File: config.mk
export PLATFORM = sky130hd
export DESIGN_NAME = mips_seq_ctrl
export DESIGN_NICKNAME = d
export VERILOG_FILES = /design/src/rtl/mips_pkg.sv /design/src/rtl/mips_seq_lat_cnt.sv /design/src/rtl/mips_seq_ctrl.sv
export SDC_FILE = /design/constraint.sdc
export NUM_CORES = 1
export LEC_CHECK = 0
export ABC_AREA = 0
export CAP_MARGIN = 20
export CORE_ASPECT_RATIO = 1.75
export CORE_MARGIN = 3
export CORE_UTILIZATION = 40
export DETAILED_ROUTE_END_ITERATION = 10
export PLACE_DENSITY = 0.78
export SLEW_MARGIN = 20
export SYNTH_ARGS = -nofsm -noshare
export SYNTH_HDL_FRONTEND = slang
export SYNTH_SLANG_ARGS = --single-unit
File: constraint.sdc
create_clock -name clk -period 2.2 [get_ports clk]
set_clock_uncertainty 0.15 [all_clocks]
set_input_delay 0.44 -clock clk [delete_from_list [all_inputs] [get_ports clk]]
set_output_delay 0.44 -clock clk [all_outputs]
set_load 0.03 [all_outputs]
File: src/rtl/mips_pkg.sv
// Shared decode constants for the MIPS_uP sequencer: opcodes, IR field positions
// and FSM state encoding.
package mips_pkg;

  // Opcodes, IR[31:24]
  localparam logic [7:0] OP_NOP   = 8'h00;
  localparam logic [7:0] OP_LOAD  = 8'h10;
  localparam logic [7:0] OP_MUL   = 8'h02;
  localparam logic [7:0] OP_STORE = 8'h20;

  // IR field LSB positions
  localparam int unsigned IR_OP_LSB = 24;
  localparam int unsigned IR_OP_W   = 8;
  localparam int unsigned IR_RA_LSB = 20;
  localparam int unsigned IR_RB_LSB = 16;
  localparam int unsigned IR_MA_LSB = 5;

  // Width of the multiplier latency counter; holds MUL_LAT-1 for MUL_LAT up to 15
  localparam int unsigned LAT_CNT_W = 4;

  // FSM state encoding
  localparam logic [3:0] ST_IDLE     = 4'd0;
  localparam logic [3:0] ST_LD_RD    = 4'd1;
  localparam logic [3:0] ST_LD_WB    = 4'd2;
  localparam logic [3:0] ST_MUL_RD   = 4'd3;
  localparam logic [3:0] ST_MUL_WAIT = 4'd4;
  localparam logic [3:0] ST_MUL_WB   = 4'd5;
  localparam logic [3:0] ST_ST_RD    = 4'd6;
  localparam logic [3:0] ST_ST_WR    = 4'd7;
  localparam logic [3:0] ST_DONE     = 4'd8;
  localparam logic [3:0] ST_ILL      = 4'd9;

endpackage

File: src/rtl/mips_seq_lat_cnt.sv
// Loadable down-counter with zero flag; times the multiplier result latency.
module mips_seq_lat_cnt #(
  parameter int unsigned Width = 4
) (
  input  logic             clk_i,
  input  logic             rst_ni,
  input  logic             load_i,
  input  logic [Width-1:0] load_val_i,
  input  logic             dec_i,
  output logic             zero_o
);

  logic [Width-1:0] cnt_q, cnt_d;

  // Load has priority; decrement stops at zero
  always_comb begin
    cnt_d = cnt_q;
    if (load_i) begin
      cnt_d = load_val_i;
    end else if (dec_i && (cnt_q != '0)) begin
      cnt_d = cnt_q - 1'b1;
    end
  end

  // Counter register
  always_ff @(posedge clk_i or negedge rst_ni) begin
    if (!rst_ni) begin
      cnt_q <= '0;
    end else begin
      cnt_q <= cnt_d;
    end
  end

  assign zero_o = (cnt_q == '0);

endmodule

File: src/rtl/mips_seq_ctrl.sv
// Multi-cycle instruction sequencer for the MIPS_uP datapath (RF, DM, multiplier).
// Optional macro MIPS_SEQ_CTRL_PERF_EN adds saturating perf_retired/perf_busy counters.
module mips_seq_ctrl
  import mips_pkg::*;
#(
  parameter int unsigned RADDR_W = 4,
  parameter int unsigned MADDR_W = 8,
  parameter int unsigned MUL_LAT = 2
) (
  input  logic               clk,
  input  logic               rst_n,
  input  logic [31:0]        ir,
  input  logic               ir_valid,
  output logic               ir_ready,
  output logic [RADDR_W-1:0] rf_addra,
  output logic [RADDR_W-1:0] rf_addrb,
  output logic               rf_we,
  output logic               rf_wsel,
  output logic [MADDR_W-1:0] mem_addr,
  output logic               mem_re,
  output logic               mem_we,
  output logic               mul_start,
  output logic               done,
  output logic               illegal
`ifdef MIPS_SEQ_CTRL_PERF_EN
  ,
  output logic [15:0]        perf_retired,
  output logic [15:0]        perf_busy
`endif
);

  localparam logic [LAT_CNT_W-1:0] LatLoad = LAT_CNT_W'(MUL_LAT - 1);

  logic [3:0]  state_q, state_d;
  logic [31:0] ir_q, ir_d;
  logic        init_q;
  logic        accept;
  logic        lat_zero;
  logic [IR_OP_W-1:0] op;

  // ir_ready is held low until the first edge after reset release
  assign ir_ready = (state_q == ST_IDLE) && init_q;
  assign accept   = ir_valid && ir_ready;
  assign op       = ir[IR_OP_LSB +: IR_OP_W];

  // Next state and IR capture
  always_comb begin
    state_d = state_q;
    ir_d    = ir_q;
    unique case (state_q)
      ST_IDLE: begin
        if (accept) begin
          ir_d = ir;
          case (op)
            OP_NOP:   state_d = ST_DONE;
            OP_LOAD:  state_d = ST_LD_RD;
            OP_MUL:   state_d = ST_MUL_RD;
            OP_STORE: state_d = ST_ST_RD;
            default:  state_d = ST_ILL;
          endcase
        end
      end
      ST_LD_RD:    state_d = ST_LD_WB;
      ST_LD_WB:    state_d = ST_DONE;
      ST_MUL_RD:   state_d = ST_MUL_WAIT;
      ST_MUL_WAIT: if (lat_zero) state_d = ST_MUL_WB;
      ST_MUL_WB:   state_d = ST_DONE;
      ST_ST_RD:    state_d = ST_ST_WR;
      ST_ST_WR:    state_d = ST_DONE;
      ST_DONE:     state_d = ST_IDLE;
      ST_ILL:      state_d = ST_IDLE;
      default:     state_d = ST_IDLE;
    endcase
  end

  // State, IR latch and post-reset ready gate
  always_ff @(posedge clk or negedge rst_n) begin
    if (!rst_n) begin
      state_q <= ST_IDLE;
      ir_q    <= '0;
      init_q  <= 1'b0;
    end else begin
      state_q <= state_d;
      ir_q    <= ir_d;
      init_q  <= 1'b1;
    end
  end

  mips_seq_lat_cnt #(
    .Width (LAT_CNT_W)
  ) u_lat_cnt (
    .clk_i      (clk),
    .rst_ni     (rst_n),
    .load_i     (state_q == ST_MUL_RD),
    .load_val_i (LatLoad),
    .dec_i      (state_q == ST_MUL_WAIT),
    .zero_o     (lat_zero)
  );

  // Moore strobes decoded from the current state
  always_comb begin
    rf_we     = 1'b0;
    rf_wsel   = 1'b0;
    mem_re    = 1'b0;
    mem_we    = 1'b0;
    mul_start = 1'b0;
    done      = 1'b0;
    illegal   = 1'b0;
    unique case (state_q)
      ST_LD_RD:  mem_re = 1'b1;
      ST_LD_WB:  rf_we = 1'b1;
      ST_MUL_RD: mul_start = 1'b1;
      ST_MUL_WB: begin
        rf_we   = 1'b1;
        rf_wsel = 1'b1;
      end
      ST_ST_WR:  mem_we = 1'b1;
      ST_DONE:   done = 1'b1;
      ST_ILL:    illegal = 1'b1;
      default:   ;
    endcase
  end

  assign rf_addra = ir_q[IR_RA_LSB +: RADDR_W];
  assign rf_addrb = ir_q[IR_RB_LSB +: RADDR_W];
  assign mem_addr = ir_q[IR_MA_LSB +: MADDR_W];

  // Opcode and spare IR bits are decoded from the live input, not from ir_q
  logic unused_ir_q;
  assign unused_ir_q = ^ir_q;

`ifdef MIPS_SEQ_CTRL_PERF_EN
  logic [15:0] retired_q, retired_d, busy_q, busy_d;

  // Saturating retire and busy-cycle counters
  always_comb begin
    retired_d = retired_q;
    busy_d    = busy_q;
    if ((state_q == ST_DONE) && (retired_q != 16'hFFFF)) retired_d = retired_q + 16'd1;
    if ((state_q != ST_IDLE) && (busy_q != 16'hFFFF))    busy_d    = busy_q + 16'd1;
  end

  // Perf counter registers
  always_ff @(posedge clk or negedge rst_n) begin
    if (!rst_n) begin
      retired_q <= '0;
      busy_q    <= '0;
    end else begin
      retired_q <= retired_d;
      busy_q    <= busy_d;
    end
  end

  assign perf_retired = retired_q;
  assign perf_busy    = busy_q;
`endif

endmodule

# Word-level counts from Yosys, hierarchy flattened
# Index checks and enable logic that the tools add are counted.
dict set report word_totals {
  ff_bits 33
  in_bits 35
  out_inout_bits 24
  wordCells 44
}
dict set report classes {
  add_sub_neg 1
  n_eq_ne 14
  mux 13
  reduce_logical 12
}
# cell n
set op_table {}
lappend op_table {{$pmux 4 s6} 1}
lappend op_table {{$eq 4x3->1 const B} 4}
lappend op_table {{$mux 4} 4}
lappend op_table {{$pmux 4 s4} 1}
lappend op_table {{$eq 4x2->1 const B} 2}
lappend op_table {{$eq 4x4->1 const B} 2}
lappend op_table {{$eq 8x2->1 const B} 1}
lappend op_table {{$eq 8x5->1 const B} 1}
lappend op_table {{$eq 8x6->1 const B} 1}
lappend op_table {{$logic_not 4->1} 2}
lappend op_table {{$logic_not 8->1} 1}
lappend op_table {{$mux 1} 7}
lappend op_table {{$eq 4x1->1 const B} 1}
lappend op_table {{$ne 2x2->1 const B} 2}
lappend op_table {{$reduce_and 2->1} 2}
lappend op_table {{$reduce_bool 4->1} 1}
lappend op_table {{$sub 4x1->4 const B} 1}
lappend op_table {{$logic_and 1x1->1} 3}
lappend op_table {{$reduce_or 3->1} 1}
lappend op_table {{$reduce_bool 2->1} 1}
lappend op_table {{$reduce_or 2->1} 1}

# Longest topological paths before layout
dict set report depth {
  depth_word 5
  ltp_mapped 6
  mapped_depth_nobuf 5
}

# Modules after synthesis
# From an unflattened synthesis, not the netlist that was laid out.
dict set report unflattened {
  cells_unflattened 116
  hier_area_um2 1333.8
}
# mod n_inst cells_each area_per_inst_um2
set by_module_without_submodules {}
lappend by_module_without_submodules {mips_seq_ctrl 1 89 1063.5}
lappend by_module_without_submodules {mips_seq_lat_cnt 1 27 270.3}

# Worst setup path before layout
# OpenSTA, ideal clock, no wires.
dict set report synth_path {
  path_type {register to output}
  from {register state_q[1]}
  to {output port rf_we}
  arrival_ns 1.515
  t_required_ns 1.610
  slack_ns 0.095
  path_stages_with_launch 5
  cell_sequence {dfrtp_1 -> clkbuf_1 -> nand2b_1 -> or2_2 -> a21oi_1}
}
dict set report synth_between {
  elab_chain_len 3
  word_cells_on_any_way 4
  classes_between {2 x eq/ne; 1 x mux; 1 x reduce/logical}
}
# element line_no
set synth_lines {}
lappend synth_lines {{from (decl)} mips_seq_ctrl.sv:34} ;# logic [3:0] state_q, state_d;
lappend synth_lines {{from (signal assigned)} mips_seq_ctrl.sv:83} ;# state_q <= state_d;
lappend synth_lines {{$eq 4x3->1 or $eq 4x2->1 (tied branches)} mips_seq_ctrl.sv:109} ;# unique case (state_q)
lappend synth_lines {{$reduce_or 2->1 (no source line) (*)} --}
lappend synth_lines {{$mux 1 (*)} mips_seq_ctrl.sv:109}
lappend synth_lines {{to (decl)} mips_seq_ctrl.sv:17} ;# output logic rf_we,
# Every way passes the cells marked *; elsewhere a longest branch is shown, timed or not.

# Worst setup path after layout
# Ends and elaborated chain as after synthesis.

==> flow_summary.toml <==
[status]
run_status = "completed"

[placement]
dpl_worst_slack_ns = 0.0635
port_buffers = 50
placedInstanceArea_mm2 = 0.00185
gp_congestion = 0.832
dp_hpwl_mm = 2.34

[global_route]
grt_usage_pct = 15.2
first_global_vias = 1146
grt_max_degree = 26
grt_overflow = 0
antenna_found_initial = 0
grt_pass1_wl_mm = 4.69

[floorplanning]
floorplan.rows = 26
io-pin-count = 59
die_h_um = 80.3
core_mm2 = 0.00296
dieArea_mm2 = 0.00389
die_w_um = 48.5
start_util_pct = 42.6

[setup_path]
critical_path.top_delay_family = "simple AND/OR/NAND/NOR gates"
crit_path_end_kind = "output port"
crit_arrival_ns = 1.52
path_max_fanout = 6
crit_slowest_cell = "dfrtp_2"
start_kind = "register"
critPathKind = "reg -> out"
crit_path_cell_trace = "nand2b_1 -> or2_2 -> a21oi_1 -> buf_4"
worst-path-buf-inv = 1
r2r_slack_ns = 0.12
critPathMaxStageDelay_ns = 0.46
required_ns = 1.61

[yosys]
synth_most_common_cell = "dfrtp_1"
synth_seq_cells = 25
synth_edf_count = 0
synth.distinct_cells = 38
avgSynthCellArea_um2 = 10.9
netlist_instances = 116
netlist_area_mm2 = 0.00126
ys_seq_area_share_pct = 49.6
synth-main-ff-cell = "dfrtp_1"
yosys.area.top_type = "dfrtp_1"
synth_fp_nets = 152
ys_warn_count = 0
async_flop_share_pct = 100
synth_common_cells = "dfrtp_1, mux2_2, a21oi_1"
synth.area.top_cells = "dfrtp_1, mux2_2, a21oi_1"
synth_top_area_share_pct = 49.6

[timing]
setup_slack_ns = 0.0857
post-route-min-period_ns = 2.11
relSlewSlack_pct = 59.1
final.setup.tns_ns = 0
hold_violations = 0
fmax_mhz = 473
setup_viol = 0
rsz0062_at_grt = "no"
fin_crit_sh_pct = 96.1
hold_ws_ns = 0.358
worstMarginPinSlew_ns = 0.612
maxSlewViolCount = 0

[job]
maxCapViolations = 0

[min_path]
min_path_type = "reg -> reg"

[drt]
wirelength_mm = 2.92
ant_nets = 0
wl_per_cell_um = 13.6
viasPerCell = 5.14
drt_pass1_iterations = 4
route.detailed.drc = 0
dr_total_vias = 1106
drtIter0Drc = 6

[layout]
fin_area_mm2 = 0.00192
multiInputGateArea_um2 = 588
nets = 210
nFillCells = 243
seq_area_um2 = 629
layout-drive-gt1-share_pct = 24.3
antennaDiodeCount = 0
area_growth_pct = 52.1

[clocking]
cts_buffers = 3
ctsRootBufferMaster = "clkbuf_8"
clock_path_buffers = 2
clock_sinks = 25
clk_pin_slew_worst_paths_ns = 0.08
h-tree-depth = 1
cts_tree = "yes"
insertion_delay_ns = 0.26

[power]
leakage_nw = 0.805
power_mw = 2.38
ir_drop_mv = 0.481
p_per_area_mw_per_mm2 = 1240
-- where the power goes --
group / internal [mW] / switching (mW) / total, mW
Clock: 0.129 / 0.130 / 0.259
Sequential: 0.648 / 0.126 / 0.774
Combinational: 0.654 / 0.690 / 1.34
Total: 1.43 / 0.946 / 2.38
-- layout by cell type, fill, tap and decap left out, types with 2 or more instances in the layout --
cell type,n
a21oi_1,7
a31oi_1,2
and3_1,2
buf_12,2
buf_4,11
clkbuf_8,3
clkdlybuf4s50_1,42
dfrtp_1,22
dfrtp_2,3
dlygate4sd2_1,4
inv_1,5
mux2_2,16
nand2_1,2
nand3_1,3
nand4_1,2
nor2_1,2
nor2b_1,2
nor3_1,6
o21ai_0,6
or2_2,2
or3_1,4
or4_1,2
or4b_1,2
xor2_1,2
-- final cells by class --
class / count / area share [%]
Clock buffer: 4 / 2.35
Inverter: 6 / 1.17
Multi-Input combinational cell: 78 / 30.6
Timing Repair Buffer: 60 / 30.4
Sequential cell: 25 / 32.8
Tap cell: 42 / 2.74
-- cells by family (layout without fill, tap and decap cells) --
kind of cell | after synthesis | in the layout | share of synthesized area, %
AND/OR/NAND/NOR | 37 | 37 | 18.3
flip-flops | 25 | 25 | 49.6
AO/OA/AOI/OAI | 21 | 21 | 10.1
multiplexers | 16 | 16 | 14.3
buffers and inverters | 13 | 70 | 5.05
XOR/XNOR | 2 | 2 | 1.39
adder cells (fa/ha/maj) | 1 | 1 | 0.991
other | 1 | 1 | 0.297
-- per-layer routing --
layer	GRT usage [%]	part of all wire [%]
met5	0	0
met4	6.55	0.48
met3	3.90	7.5
met2	30.5	56
met1	14.0	36
-- registers in the layout, summed over array words and instances, names as in the netlist --
signal and count:
init_q 1, ir_q 16, state_q 4, u_lat_cnt.cnt_q 4
-- worst paths after layout --
kind	start	endpoint	depth (start not counted)
min in group asynchronous	rst_n	ir_q[12]	2
max in group asynchronous	rst_n	state_q[1]	2
hold reg to reg	ir_q[18]	ir_q[18]	1
setup / recovery	state_q[1]	rf_we	4
hold / removal	ir_q[18]	ir_q[18]	1
setup reg to reg	state_q[1]	u_lat_cnt.cnt_q[3]	4
-- metrics by stage --
stage               utilization [%]  std cells
floorplan                         -        116
global route                   64.9        215
CTS                            64.1        213
detailed placement             62.6        209
finish                         64.9        215
global placement               62.6        209
-- timing repair --
action                     in CTS  in global routing
hold buffers                    0                  0
gates resized for setup         7                  6
setup buffers                   0                  2
setup endpoints to repair       6                  3
pin swaps                       0                  0
Power figures use the tool's default switching activity.
